<file path="src/rtl/cpu_run_ctrl_pkg.sv">
// Shared types for the CPU run controller: FSM state encoding, RAM port mux select, default widths.
// Latency: n/a (types and constants only).
// Backpressure: n/a.
package cpu_run_ctrl_pkg;

    localparam int ADDR_W_DEF      = 13;
    localparam int DATA_W_DEF      = 16;
    localparam int HALT_CYCLES_DEF = 16;
    localparam int BUDGET_W_DEF    = 16;

    typedef enum logic [2:0] {
        ST_IDLE,
        ST_LOAD,
        ST_RELEASE,
        ST_RUN,
        ST_DONE
    } state_t;

    // Who owns the shared RAM port this cycle.
    typedef enum logic [1:0] {
        SEL_NONE,
        SEL_LOADER,
        SEL_CPU,
        SEL_READBACK
    } ram_sel_t;

    // IDLE and DONE are the only states where a new run may be started.
    function automatic logic is_quiet(input state_t s);
        return (s == ST_IDLE) || (s == ST_DONE);
    endfunction

endpackage

</file>
<file path="src/rtl/pc_halt_detector.sv">
// Halt detector: flags a CPU halt once the PC has held one value for HALT_CYCLES consecutive enabled cycles.
// Latency: combinational flag in the cycle the stable count reaches HALT_CYCLES.
// Backpressure: none; state is cleared whenever en is low.
// Ports: clk, rst (sync active-low), en (count enable), pc (current CPU PC), halted (halt flag).
module pc_halt_detector #(
    parameter int PC_W        = 13,
    parameter int HALT_CYCLES = 16
) (
    input  logic            clk,
    input  logic            rst,
    input  logic            en,
    input  logic [PC_W-1:0] pc,
    output logic            halted
);

    // HALT_CYCLES is at most 255, so 8 bits hold any meaningful count.
    localparam int CNT_W = 8;

    logic [PC_W-1:0]  prev_pc;
    logic [CNT_W-1:0] cnt;
    logic [CNT_W-1:0] cnt_next;

    // cnt == 0 marks "no previous PC yet": the first enabled cycle always counts as 1.
    always_comb begin
        cnt_next = cnt;
        if ((cnt == '0) || (pc != prev_pc)) begin
            cnt_next = CNT_W'(1);
        end else if (cnt != '1) begin
            cnt_next = cnt + 1'b1;
        end
    end

    assign halted = en && (cnt_next == CNT_W'(HALT_CYCLES));

    always_ff @(posedge clk) begin
        if (!rst || !en) begin
            prev_pc <= '0;
            cnt     <= '0;
        end else begin
            prev_pc <= pc;
            cnt     <= cnt_next;
        end
    end

endmodule

</file>
<file path="src/rtl/cpu_run_ctrl.sv">
// Run controller: loads a program image into RAM with the CPU in reset, runs the CPU until halt, then serves RAM read-back.
// Latency: start->load_ready 1 cycle; last load word->cpu_rst low 2 cycles; read-back 1 cycle.
// Backpressure: load stream stalls on load_valid gaps; load_ready only in LOAD; rd_req honoured in DONE only.
// Ports: clk/rst (sync active-low); start/load_count; load_valid/load_ready/load_data stream; cpu_rst, cpu_pc and
// CPU RAM request (cpu_we/addr/wdata); RAM port (ram_we/addr/wdata/rdata); rd_req/rd_addr -> rd_valid/rd_data;
// status busy/done/timeout/run_cycles. Optional macro CPU_RUN_CTRL_WATCHDOG_EN adds the budget input and watchdog.
module cpu_run_ctrl
    import cpu_run_ctrl_pkg::*;
#(
    parameter int ADDR_W      = ADDR_W_DEF,
    parameter int DATA_W      = DATA_W_DEF,
    parameter int HALT_CYCLES = HALT_CYCLES_DEF,
    parameter int BUDGET_W    = BUDGET_W_DEF
) (
    input  logic                clk,
    input  logic                rst,
    input  logic                start,
    input  logic [ADDR_W-1:0]   load_count,
    input  logic                load_valid,
    output logic                load_ready,
    input  logic [DATA_W-1:0]   load_data,
    output logic                cpu_rst,
    input  logic [ADDR_W-1:0]   cpu_pc,
    input  logic                cpu_we,
    input  logic [ADDR_W-1:0]   cpu_addr,
    input  logic [DATA_W-1:0]   cpu_wdata,
    output logic                ram_we,
    output logic [ADDR_W-1:0]   ram_addr,
    output logic [DATA_W-1:0]   ram_wdata,
    input  logic [DATA_W-1:0]   ram_rdata,
    input  logic                rd_req,
    input  logic [ADDR_W-1:0]   rd_addr,
    output logic                rd_valid,
    output logic [DATA_W-1:0]   rd_data,
    output logic                busy,
    output logic                done,
    output logic                timeout,
    output logic [BUDGET_W-1:0] run_cycles
`ifdef CPU_RUN_CTRL_WATCHDOG_EN
    ,
    input  logic [BUDGET_W-1:0] budget
`endif
);

    state_t              state;
    state_t              state_next;
    ram_sel_t            sel;
    logic [ADDR_W-1:0]   load_len;
    logic [ADDR_W-1:0]   ptr;
    logic [BUDGET_W-1:0] run_cycles_inc;
    logic                halt_en;
    logic                halted;
    logic                wd_hit;
    logic                start_acc;
    logic                run_end;

    assign start_acc      = is_quiet(state) && start;
    assign run_cycles_inc = (run_cycles == '1) ? run_cycles : run_cycles + 1'b1;
    assign run_end        = halted || wd_hit;

    pc_halt_detector #(
        .PC_W        (ADDR_W),
        .HALT_CYCLES (HALT_CYCLES)
    ) u_halt (
        .clk    (clk),
        .rst    (rst),
        .en     (halt_en),
        .pc     (cpu_pc),
        .halted (halted)
    );

`ifdef CPU_RUN_CTRL_WATCHDOG_EN
    logic timeout_q;

    // Compare against the post-increment count so run_cycles equals budget when the run stops.
    assign wd_hit  = (state == ST_RUN) && (budget != '0) && (run_cycles_inc == budget);
    assign timeout = timeout_q;

    always_ff @(posedge clk) begin
        if (!rst) begin
            timeout_q <= 1'b0;
        end else if (start_acc) begin
            timeout_q <= 1'b0;
        end else if (wd_hit) begin
            timeout_q <= 1'b1;
        end
    end
`else
    assign wd_hit  = 1'b0;
    assign timeout = 1'b0;
`endif

    always_ff @(posedge clk) begin
        if (!rst) begin
            state <= ST_IDLE;
        end else begin
            state <= state_next;
        end
    end

    always_comb begin
        state_next = state;
        sel        = SEL_NONE;
        load_ready = 1'b0;
        cpu_rst    = 1'b1;
        busy       = 1'b1;
        halt_en    = 1'b0;
        case (state)
            ST_IDLE, ST_DONE: begin
                busy = 1'b0;
                if (state == ST_DONE) begin
                    sel = SEL_READBACK;
                end
                if (start) begin
                    state_next = (load_count == '0) ? ST_RELEASE : ST_LOAD;
                end
            end
            ST_LOAD: begin
                load_ready = 1'b1;
                sel        = SEL_LOADER;
                if (load_valid && (ptr == load_len - 1'b1)) begin
                    state_next = ST_RELEASE;
                end
            end
            ST_RELEASE: begin
                state_next = ST_RUN;
            end
            ST_RUN: begin
                cpu_rst = 1'b0;
                sel     = SEL_CPU;
                halt_en = 1'b1;
                if (run_end) begin
                    state_next = ST_DONE;
                end
            end
            default: begin
                state_next = ST_IDLE;
            end
        endcase
    end

    // Shared RAM port mux; RELEASE and IDLE leave the port idle.
    always_comb begin
        ram_we    = 1'b0;
        ram_addr  = '0;
        ram_wdata = '0;
        case (sel)
            SEL_LOADER: begin
                ram_we    = load_valid;
                ram_addr  = ptr;
                ram_wdata = load_data;
            end
            SEL_CPU: begin
                ram_we    = cpu_we;
                ram_addr  = cpu_addr;
                ram_wdata = cpu_wdata;
            end
            SEL_READBACK: begin
                ram_addr = rd_addr;
            end
            default: begin
                ram_we = 1'b0;
            end
        endcase
    end

    // RAM read data arrives the cycle after the address, so the response is simply flagged one cycle later;
    // it still appears if start moved the FSM on to LOAD in the meantime.
    assign rd_data = rd_valid ? ram_rdata : '0;

    always_ff @(posedge clk) begin
        if (!rst) begin
            ptr        <= '0;
            load_len   <= '0;
            done       <= 1'b0;
            run_cycles <= '0;
            rd_valid   <= 1'b0;
        end else begin
            rd_valid <= (state == ST_DONE) && rd_req;
            if (start_acc) begin
                done       <= 1'b0;
                run_cycles <= '0;
                load_len   <= load_count;
                ptr        <= '0;
            end else if (state == ST_LOAD) begin
                if (load_valid) begin
                    ptr <= ptr + 1'b1;
                end
            end else if (state == ST_RUN) begin
                run_cycles <= run_cycles_inc;
                if (run_end) begin
                    done <= 1'b1;
                end
            end
        end
    end

endmodule
</file>
<file path="config.mk">
export PLATFORM = sky130hd
export DESIGN_NAME = cpu_run_ctrl
export DESIGN_NICKNAME = d
export VERILOG_FILES = /design/src/rtl/cpu_run_ctrl_pkg.sv /design/src/rtl/pc_halt_detector.sv /design/src/rtl/cpu_run_ctrl.sv
export SDC_FILE = /design/constraint.sdc
export NUM_CORES = 1
export LEC_CHECK = 0
export CELL_PAD_IN_SITES_DETAIL_PLACEMENT = 0
export CELL_PAD_IN_SITES_GLOBAL_PLACEMENT = 1
export CORE_ASPECT_RATIO = 0.75
export CORE_MARGIN = 1
export CORE_UTILIZATION = 30
export CTS_CLUSTER_DIAMETER = 60
export DETAILED_ROUTE_END_ITERATION = 8
export GPL_TIMING_DRIVEN = 0
export PLACE_DENSITY = 0.78
export SLEW_MARGIN = 20
export SYNTH_ARGS = -nofsm -noshare
export SYNTH_HDL_FRONTEND = slang
export SYNTH_SLANG_ARGS = --single-unit
</file>
<file path="constraint.sdc">
create_clock -name clk -period 2.8 [get_ports clk]
set_input_delay 0.28 -clock clk [delete_from_list [all_inputs] [get_ports clk]]
set_output_delay 0.28 -clock clk [all_outputs]
set_load 0.01 [all_outputs]
</file>
Word-level counts from Yosys, hierarchy flattened
Cells that the tools add are included.
{"block": "classes", "add_sub_neg": 4, "mul": 0, "div_mod_pow": 0, "order_cmp": 0, "eq_ne": 15, "shift": 0, "muxes": 17, "bitwise_logic": 3, "reduce_logical": 18}
{"cell": "$pmux W13 S3", "n": 1}
{"cell": "$pmux W16 S2", "n": 1}
{"cell": "$add A16 B1 Y16 const B", "n": 1}
{"cell": "$eq A16 B16 Y1 const B", "n": 1}
{"cell": "$mux W16", "n": 1}
{"cell": "$mux W8", "n": 2}
{"cell": "$add A13 B1 Y13 const B", "n": 1}
{"cell": "$eq A13 B13 Y1", "n": 1}
{"cell": "$logic_not A13 Y1", "n": 1}
{"cell": "$ne A13 B13 Y1", "n": 1}
{"cell": "$sub A13 B1 Y13 const B", "n": 1}
{"cell": "$pmux W3 S4", "n": 1}
{"cell": "$mux W3", "n": 3}
{"cell": "$reduce_and A3 Y1", "n": 3}
{"cell": "$add A8 B1 Y8 const B", "n": 1}
{"cell": "$eq A8 B5 Y1 const B", "n": 1}
{"cell": "$logic_not A8 Y1", "n": 1}
{"cell": "$ne A8 B8 Y1 const B", "n": 1}
{"cell": "$eq A3 B2 Y1 const B", "n": 2}
{"cell": "$ne A2 B2 Y1 const B", "n": 3}
{"cell": "$pmux W2 S3", "n": 1}
{"cell": "$eq A2 B2 Y1 const B", "n": 2}
{"cell": "$logic_and A1 B1 Y1", "n": 4}
{"cell": "$mux W1", "n": 4}
{"cell": "other kinds (11)", "n": 18}
{"block": "word_totals", "register_bits": 68, "latch_bits": 0, "ram_bits": 0, "rom_bits": 0, "input_bits": 106, "output_inout_bits": 68, "wordCells": 65, "memories": 0}

Depth between registers and ports, before layout
Gate-level depths: netlist of run 1.
{"block": "depth", "word_depth": 7, "mapped_depth": 10, "mapped_depth_nobuf": 8}

Hierarchy
A second synthesis of run 1 with hierarchy kept.
{"block": "hier_totals", "cells_unflattened": 523, "hier_area_um2": 4050.1}
{"mod": "cpu_run_ctrl", "n_inst": 1, "cells_each": 415, "area_each_um2": 3075.4, "seq_area_each_um2": 940.9}
{"mod": "pc_halt_detector", "n_inst": 1, "cells_each": 108, "area_each_um2": 974.7, "seq_area_each_um2": 420.4}

Least setup slack after synthesis of run 1
Ideal clock, no wire load.
{"block": "synth_timing", "path_kind": "reg2out", "from": "reg state[0]", "to": "out ram_wdata[0]", "arrival_ps": 1978, "required_time_ps": 2520, "setup_slack_ps": 542, "stages_incl_launch_ff": 10, "n_path_buf": 5, "path_cell_list": "dfxtp_1 > buf_2 > and3b_1 > buf_2 > clkbuf_1 > nor2_1 > ha_1 > clkbuf_1 > clkbuf_1 > nor2_1"}
{"block": "synth_via", "elab_chain_cells": 5, "elab_cells_between_ends": 10, "cone_classes": "eq/ne (5); mux (3); reduce/logical (2)"}
{"element": "start: declaration", "line_no": "cpu_run_ctrl.sv:45", "source": "state_t state;"}
{"element": "start signal: assignment", "line_no": "cpu_run_ctrl.sv:97", "source": "state <= state_next;"}
{"element": "$eq A3 B3 Y1 / $logic_not A3 Y1 (equally long branches)", "line_no": "cpu_run_ctrl.sv:108, cpu_run_ctrl.sv:111"}
{"element": "$mux W2 / $reduce_or A2 Y1 (equally long branches)", "line_no": "cpu_run_ctrl.sv:111, cpu_run_ctrl.sv:108"}
{"element": "$pmux W2 S3 *", "line_no": "cpu_run_ctrl.sv:108", "source": "case (state)"}
{"element": "$eq A2 B2 Y1 / $eq A2 B1 Y1 (equally long branches)", "line_no": "cpu_run_ctrl.sv:147", "source": "case (sel)"}
{"element": "$pmux W16 S2 *", "line_no": "cpu_run_ctrl.sv:147"}
{"element": "end: declaration", "line_no": "cpu_run_ctrl.sv:29", "source": "output logic [DATA_W-1:0] ram_wdata,"}
Every way passes the cells marked *; elsewhere a longest branch is shown, timed or not.

Worst setup path in the final report of run 1
{"block": "layout_timing", "from": "reg state[0]", "to": "out ram_addr[2]"}
{"block": "layout_via", "elab_chain_cells": 5, "elab_cells_between_ends": 11, "cone_classes": "eq/ne (6); mux (3); reduce/logical (2)"}
{"element": "$eq A3 B3 Y1 / $logic_not A3 Y1 (equally long branches)", "line_no": "cpu_run_ctrl.sv:108, cpu_run_ctrl.sv:111"}
{"element": "$mux W2 / $reduce_or A2 Y1 (equally long branches)", "line_no": "cpu_run_ctrl.sv:111, cpu_run_ctrl.sv:108"}
{"element": "$pmux W2 S3 *", "line_no": "cpu_run_ctrl.sv:108"}
{"element": "$eq A2 B2 Y1 / $eq A2 B1 Y1 (equally long branches)", "line_no": "cpu_run_ctrl.sv:147"}
{"element": "$pmux W13 S3 *", "line_no": "cpu_run_ctrl.sv:147"}
{"element": "end: declaration", "line_no": "cpu_run_ctrl.sv:28", "source": "output logic [ADDR_W-1:0] ram_addr,"}
Marked as above.

==> results of run 1 <==
cells by family (layout without fill, tap and decap cells):
kind of cell	Yosys count	count (layout)	share of synthesized area [%]
adder cells (fa/ha/maj)	9	9	2.73
XOR/XNOR	52	52	11.0
multiplexers	7	7	1.82
other	1	1	0.0910
flip-flops	68	68	33.0
AO/OA/AOI/OAI	89	89	15.6
AND/OR/NAND/NOR	250	250	30.1
buffers and inverters	46	234	5.52
cells in the final DEF (no fill, tap or decap), types with 6 or more instances in the layout:
master / instances
dlymetal6s2s_1: 9
nand4_1: 12
ha_1: 7
clkbuf_2: 11
xnor2_1: 15
clkbuf_16: 9
inv_1: 11
xor2_1: 37
a21oi_1: 25
nand3_1: 17
nand2_1: 57
and2_1: 18
or3_1: 7
dlygate4sd2_1: 12
buf_4: 6
nor2_1: 82
a222oi_1: 13
dfxtp_1: 67
clkdlybuf4s50_1: 142
clkbuf_1: 14
and3_1: 19
nor4_1: 7
o21ai_0: 7
a22oi_1: 17
nor3_1: 11
mux2i_1: 6
a31oi_1: 6
registers in the layout, summed over array words and instances (netlist names):
signal	count
state	3
u_halt.cnt	8
ptr	13
load_len	13
rd_valid	1
run_cycles	16
done	1
u_halt.prev_pc	13
repair_timing:
item                       CTS  global route
setup buffers                0             2
setup endpoints to repair   30            24
pin swaps                    1            10
resized for setup           39            42
power by group:
| part | total [W] | switching [W] | leakage, nW | internal, W |
|---|---|---|---|---|
| sequential | 0.00110 | 0.0000712 | 0.551 | 0.00103 |
| clock | 0.00107 | 0.000443 | 0.128 | 0.000629 |
| combinational | 0.00148 | 0.000785 | 1.92 | 0.000695 |
| total | 0.00365 | 0.00130 | 2.60 | 0.00235 |
cells in the mapped netlist, types with 6 or more instances:
library cell  number  area, sq um
inv_1             11         41.3
nand2_1           57          214
xor2_1            37          324
and2_1            18          113
xnor2_1           15          131
dfxtp_1           68         1360
or3_1              7         43.8
clkbuf_1          24         90.1
nand4_1           12         75.1
nand3_1           17         85.1
mux2i_1            6         60.1
nor4_1             7         43.8
a31oi_1            6         37.5
nor3_1            11         55.1
a222oi_1          13          130
a22oi_1           17          128
nor2_1            83          312
ha_1               9          113
o21ai_0            7         35.0
and3_1            19          119
a21oi_1           26          130
path summary, 6_finish.rpt:
path                                to  slack, ns
max                        ram_addr[2]       0.12
min          load_len[12]$_SDFFE_PN0P_       0.48
max reg2reg      state[1]$_SDFFE_PN0P_       0.47
min reg2reg  load_len[12]$_SDFFE_PN0P_       0.48
metrics by stage:
step | instances | utilization (%) | hold slack (ns) | total power (W)
2_1_floorplan | 522 | - | 0.416 | 0.00199
3_3_place_gp | 865 | 45.9 | 0.457 | 0.00254
3_5_place_dp | 865 | 45.9 | 0.467 | 0.00256
4_1_cts | 879 | 48.1 | 0.484 | 0.00366
5_1_grt | 881 | 48.4 | 0.506 | 0.00389
6_report | 881 | 48.4 | 0.476 | 0.00365
tightest hold or removal path: stages (launching register included):
cell and delay (ns):
dfxtp_1 0.32, nand2_1 0.06, a21oi_1 0.05
layer usage:
metal | vias up | routed length (microns) | track usage [%]
li1 | 2216 | - | -
met1 | 1990 | 6020 | 23.4
met2 | 116 | 5860 | 29.2
met3 | 12 | 752 | 4.01
met4 | 0 | 133 | 5.10
met5 | - | 0 | 0
cell type report:
class | count | area [sq um]
clock buffers | 10 | 239
flip-flops and latches | 68 | 1360
clock inverters | 6 | 47.5
plain buffers | 33 | 214
inverters | 11 | 41.3
well taps | 171 | 214
multi-input cells | 408 | 2570
repair buffers | 174 | 1700
fillers | 1273 | 6810
==> results.tsv, run 1 <==
metric	value	unit
CP Capture Type	output pin	
Nets	820	
Initial Utilization	31.2	%
worst setup path start	state[0]$_SDFFE_PN0P_	
WP data required	2.52	ns
Design Area, Final	6390	sq um
layout cells sized above 1	8.45	%
Routed Wire Length	12800	microns
Rows	36	
HPWL Detailed	10000	microns
crit path buf inv count	4	
Hold Path Depth	2	
Synth Flop Type	dfxtp_1	
TNS Setup	0	ns
Vias/cell	4.92	
Vias	4334	
diode count	0	
DRT iter0 DRCs	248	
fraction of the cycle the final worst path needs	95.7	%
flops & latches, synth	68	
EDFF count, synth	0	
number of routed nets with antenna violations	0	
maximum vdd ir drop	0.313	mV
initial antenna violation count	0	
Mean Syn Cell Area	7.90	sq um
R2R Path Start	u_halt.cnt[0]$_SDFF_PP0_	
Tmin final	2.68	ns
DP Worst Slack	-0.505	ns
RSZ-0062 raised after global routing	no	
max-cap viol count	0	
FMAX	373	MHz
I/O Pins	174	
wire per inst	14.5	microns
startpoint types	flop	
GPL Wtd Cong	0.801	
grt ovf	0	
Yosys warnings	0	
outcome	complete, no violations	
input/output buffers	172	
H-tree depth	3	
Sink Count	68	
# DRC	0	
Net Count, Synth	637	
Finish-stage setup viols	0	
largest net degree at the start of global routing	20	
Worst-path clk slew	0.06	ns
Netlist cell types	55	
CTS buffer count	9	
Area Growth Syn to Fin	55.1	%
clk_skew	0.00642	ns
Hold Crit Start	load_len[12]$_SDFFE_PN0P_	
cts hold-fix bufs	0	
Rel. slew slack	60.0	%
power density over cell area	571	nW/um^2
CTS tree	yes	
sequential area share after synthesis	33.0	%
slowest cell on the critical path	a222oi_1	
worst-case reg-to-reg path depth	7	
total track usage	17.9	%
Cell Area, Synth	4120	sq um
Worst Tran Pin Value	0.598	ns
ys async rst share	0	%
worst hold path type	reg -> reg	
die area	14200	sq um
Mapped Cells	522	
first-pass GRT wire length	20300	microns
Hold Vio Cnt, Final	0	
Worst EP arrival	2.40	ns
die extent in x	137	microns
Top delay family on crit path	buffers and inverters	
crit-path most repeated cell	nor2_1	
Die Span Y	104	microns
stages on the worst setup path	10	
worst-path fanout max	10	
Setup WS post-layout	0.120	ns
crit path cell chain	clkbuf_4, nand2b_4, nor2_1, nor2_4, buf_4, ha_4, buf_2, a222oi_1, nor2_1, dlygate4sd2_1	
Clk Latency, worst-skew pair	0.33	ns
CP Class	reg -> out	
core box area	13200	sq um
number of global-route vias before repair	4170	
max-slew violations	0	
TritonRoute pass-1 iters	6	
clk buf depth	2	
root buf cell	clkbuf_16	
DP Area	6060	sq um
LEAKAGE	2.60	nW
Worst path max stage delay	0.35	ns
(Power assumes the default switching activity.)
==> run 2, diff against run 1 <==
- TNS_END_PERCENT: unset -> 10
==> results.tsv, run 2 (same netlist as run 1, synthesis figures left out) <==
metric	value	unit	change
outcome	finished with violations		
failing checks	negative setup slack		
input/output buffers	172		unchanged
largest net degree at the start of global routing	20		unchanged
Tmin final	2.82	ns	+0.142 ns
number of routed nets with antenna violations	0		unchanged
core box area	13200	sq um	unchanged
TNS Setup	-0.0746	ns	-0.0746 ns
maximum vdd ir drop	0.309	mV	-1.1%
most crowded layer after global routing	met2		
die extent in x	137	microns	unchanged
CP Class	reg -> out		
Hold Vio Cnt, Final	0		unchanged
max-slew violations	0		unchanged
power density over cell area	571	nW/um^2	-0.13%
worst-path fanout max	19		+9
max reg flops	16		unchanged
grt met2 use	29.2	%	unchanged
Finish-stage setup viols	6		+6
root buf cell	clkbuf_16		
Initial Utilization	31.2	%	unchanged
crit path buf inv count	4		unchanged
met1 GRT Util	23.4	%	unchanged
diode count	0		unchanged
startpoint types	flop		
slowest cell on the critical path	clkdlybuf4s50_1		
DRT iter0 DRCs	284		+15%
crit path cell chain	buf_2, and3b_1, buf_6, nor2_4, ha_2, clkbuf_4, nor2_1, clkdlybuf4s50_1		
most frequent cells in the layout	clkdlybuf4s50_1, nor2_1, dfxtp_1		
most common cell after layout, fill and taps aside	clkdlybuf4s50_1		
wire per inst	14.4	microns	-0.93%
clk buf depth	2		unchanged
H-tree depth	3		unchanged
# DRC	0		unchanged
Post-CTS Setup Bufs	0		unchanged
Worst path max stage delay	0.54	ns	+0.19 ns
GPL Wtd Cong	0.801		unchanged
DP Worst Slack	-0.505	ns	unchanged
Inst Count DP	865		unchanged
I/O Pins	174		unchanged
clk_skew	0.00641	ns	-0.0000103 ns
WP data required	2.52	ns	about the same
layout cells sized above 1	8.05	%	-0.40 points
Rel. slew slack	60.0	%	about the same
fraction of the cycle the final worst path needs	101	%	+5.1 points
met3 Resource Use GR	4.01	%	unchanged
grt ovf	0		unchanged
first-pass GRT wire length	20300	microns	about the same
max-cap viol count	0		unchanged
cts hold-fix bufs	0		unchanged
die area	14200	sq um	unchanged
CTS tree	yes		
Worst EP arrival	2.54	ns	+0.14 ns
RSZ-0062 raised after global routing	yes		
LEAKAGE	2.46	nW	-5.5%
Worst-path clk slew	0.06	ns	about the same
total track usage	17.9	%	unchanged
Worst Tran Pin Value	0.597	ns	-0.000256 ns
number of global-route vias before repair	4170		unchanged
Routed Wire Length	12600	microns	-1.2%
Setup WS post-layout	-0.0212	ns	-0.142 ns
CP Capture Type	output pin		
initial antenna violation count	0		unchanged
Vias	4344		+0.23%
Top delay family on crit path	buffers and inverters		
Nets	818		-0.24%
Rows	36		unchanged
Vias/cell	4.94		+0.46%
HPWL Detailed	10000	microns	unchanged
CTS buffer count	9		unchanged
Clk Latency, worst-skew pair	0.33	ns	about the same
Sink Count	68		unchanged
fin cells	879		-0.23%
# fillers	1271		-0.16%
Die Span Y	104	microns	unchanged
Area Growth Syn to Fin	54.1	%	
TritonRoute pass-1 iters	7		+1
FMAX	354	MHz	-5.0%
worst hold path type	reg -> reg		
Reg with most FFs	run_cycles		
-- run 2: worst paths after layout --
path	startpoint	depth (start not counted)	slack, ns	end
min	load_len[12]$_SDFFE_PN0P_	2	0.48	load_len[12]$_SDFFE_PN0P_
min reg2reg	load_len[12]$_SDFFE_PN0P_	2	0.48	load_len[12]$_SDFFE_PN0P_
max	state[0]$_SDFFE_PN0P_	8	-0.02	ram_wdata[0]
max reg2reg	u_halt.cnt[0]$_SDFF_PP0_	7	0.45	state[1]$_SDFFE_PN0P_
-- run 2: area by class of cell --
cell class | count | area, sq um | share of cell area [%]
Clock inverter | 6 | 47.5 | 0.749
Multi-Input combinational cell | 408 | 2560 | 40.4
Timing Repair Buffer | 172 | 1670 | 26.3
Buffer | 33 | 210 | 3.31
Sequential cell | 68 | 1360 | 21.5
Tap cell | 171 | 214 | 3.37
Inverter | 11 | 41.3 | 0.650
Clock buffer | 10 | 239 | 3.76
-- run 2: layer usage --
| layer | part of all wire (%) | vias to the layer above | routed length (microns) |
|---|---|---|---|
| li1 | - | 2215 | - |
| met1 | 47 | 1983 | 5930 |
| met2 | 46 | 130 | 5750 |
| met3 | 6.3 | 16 | 789 |
| met4 | 1.2 | 0 | 148 |
| met5 | 0 | - | 0 |
-- run 2: timing repair --
item                                    4_1_cts  5_1_grt
gates resized for setup                      40       26
pin swaps                                     1        8
cloned                                        0        0
endpoints found under the setup margin       30       23
-- run 2: power breakdown --
part | total [W] | internal, W | switching (W)
clock | 0.00107 | 0.000629 | 0.000442
combinational | 0.00145 | 0.000677 | 0.000775
sequential | 0.00110 | 0.00103 | 0.0000706
-- run 2: worst min-delay path, stage by stage, from the launching register on --
cell	delay [ns]
dfxtp_1	0.32
nand2_1	0.06
a21oi_1	0.05
-- run 2: through the flow --
stage / total power (W) / hold slack [ns] / utilization (%) / cell area [sq um]
floorplan: 0.00199 / 0.416 / - / 4120
global placement: 0.00254 / 0.457 / 45.9 / 6060
detailed placement: 0.00256 / 0.467 / 45.9 / 6060
CTS: 0.00366 / 0.484 / 48.1 / 6350
global route: 0.00386 / 0.506 / 48.1 / 6350
finish: 0.00362 / 0.476 / 48.1 / 6350
==> run 3, diff against run 2 <==
- CAP_MARGIN: unset -> 15
==> results of run 3 <==
Same layout as run 2: the final DEF is identical, and so are final timing and power.
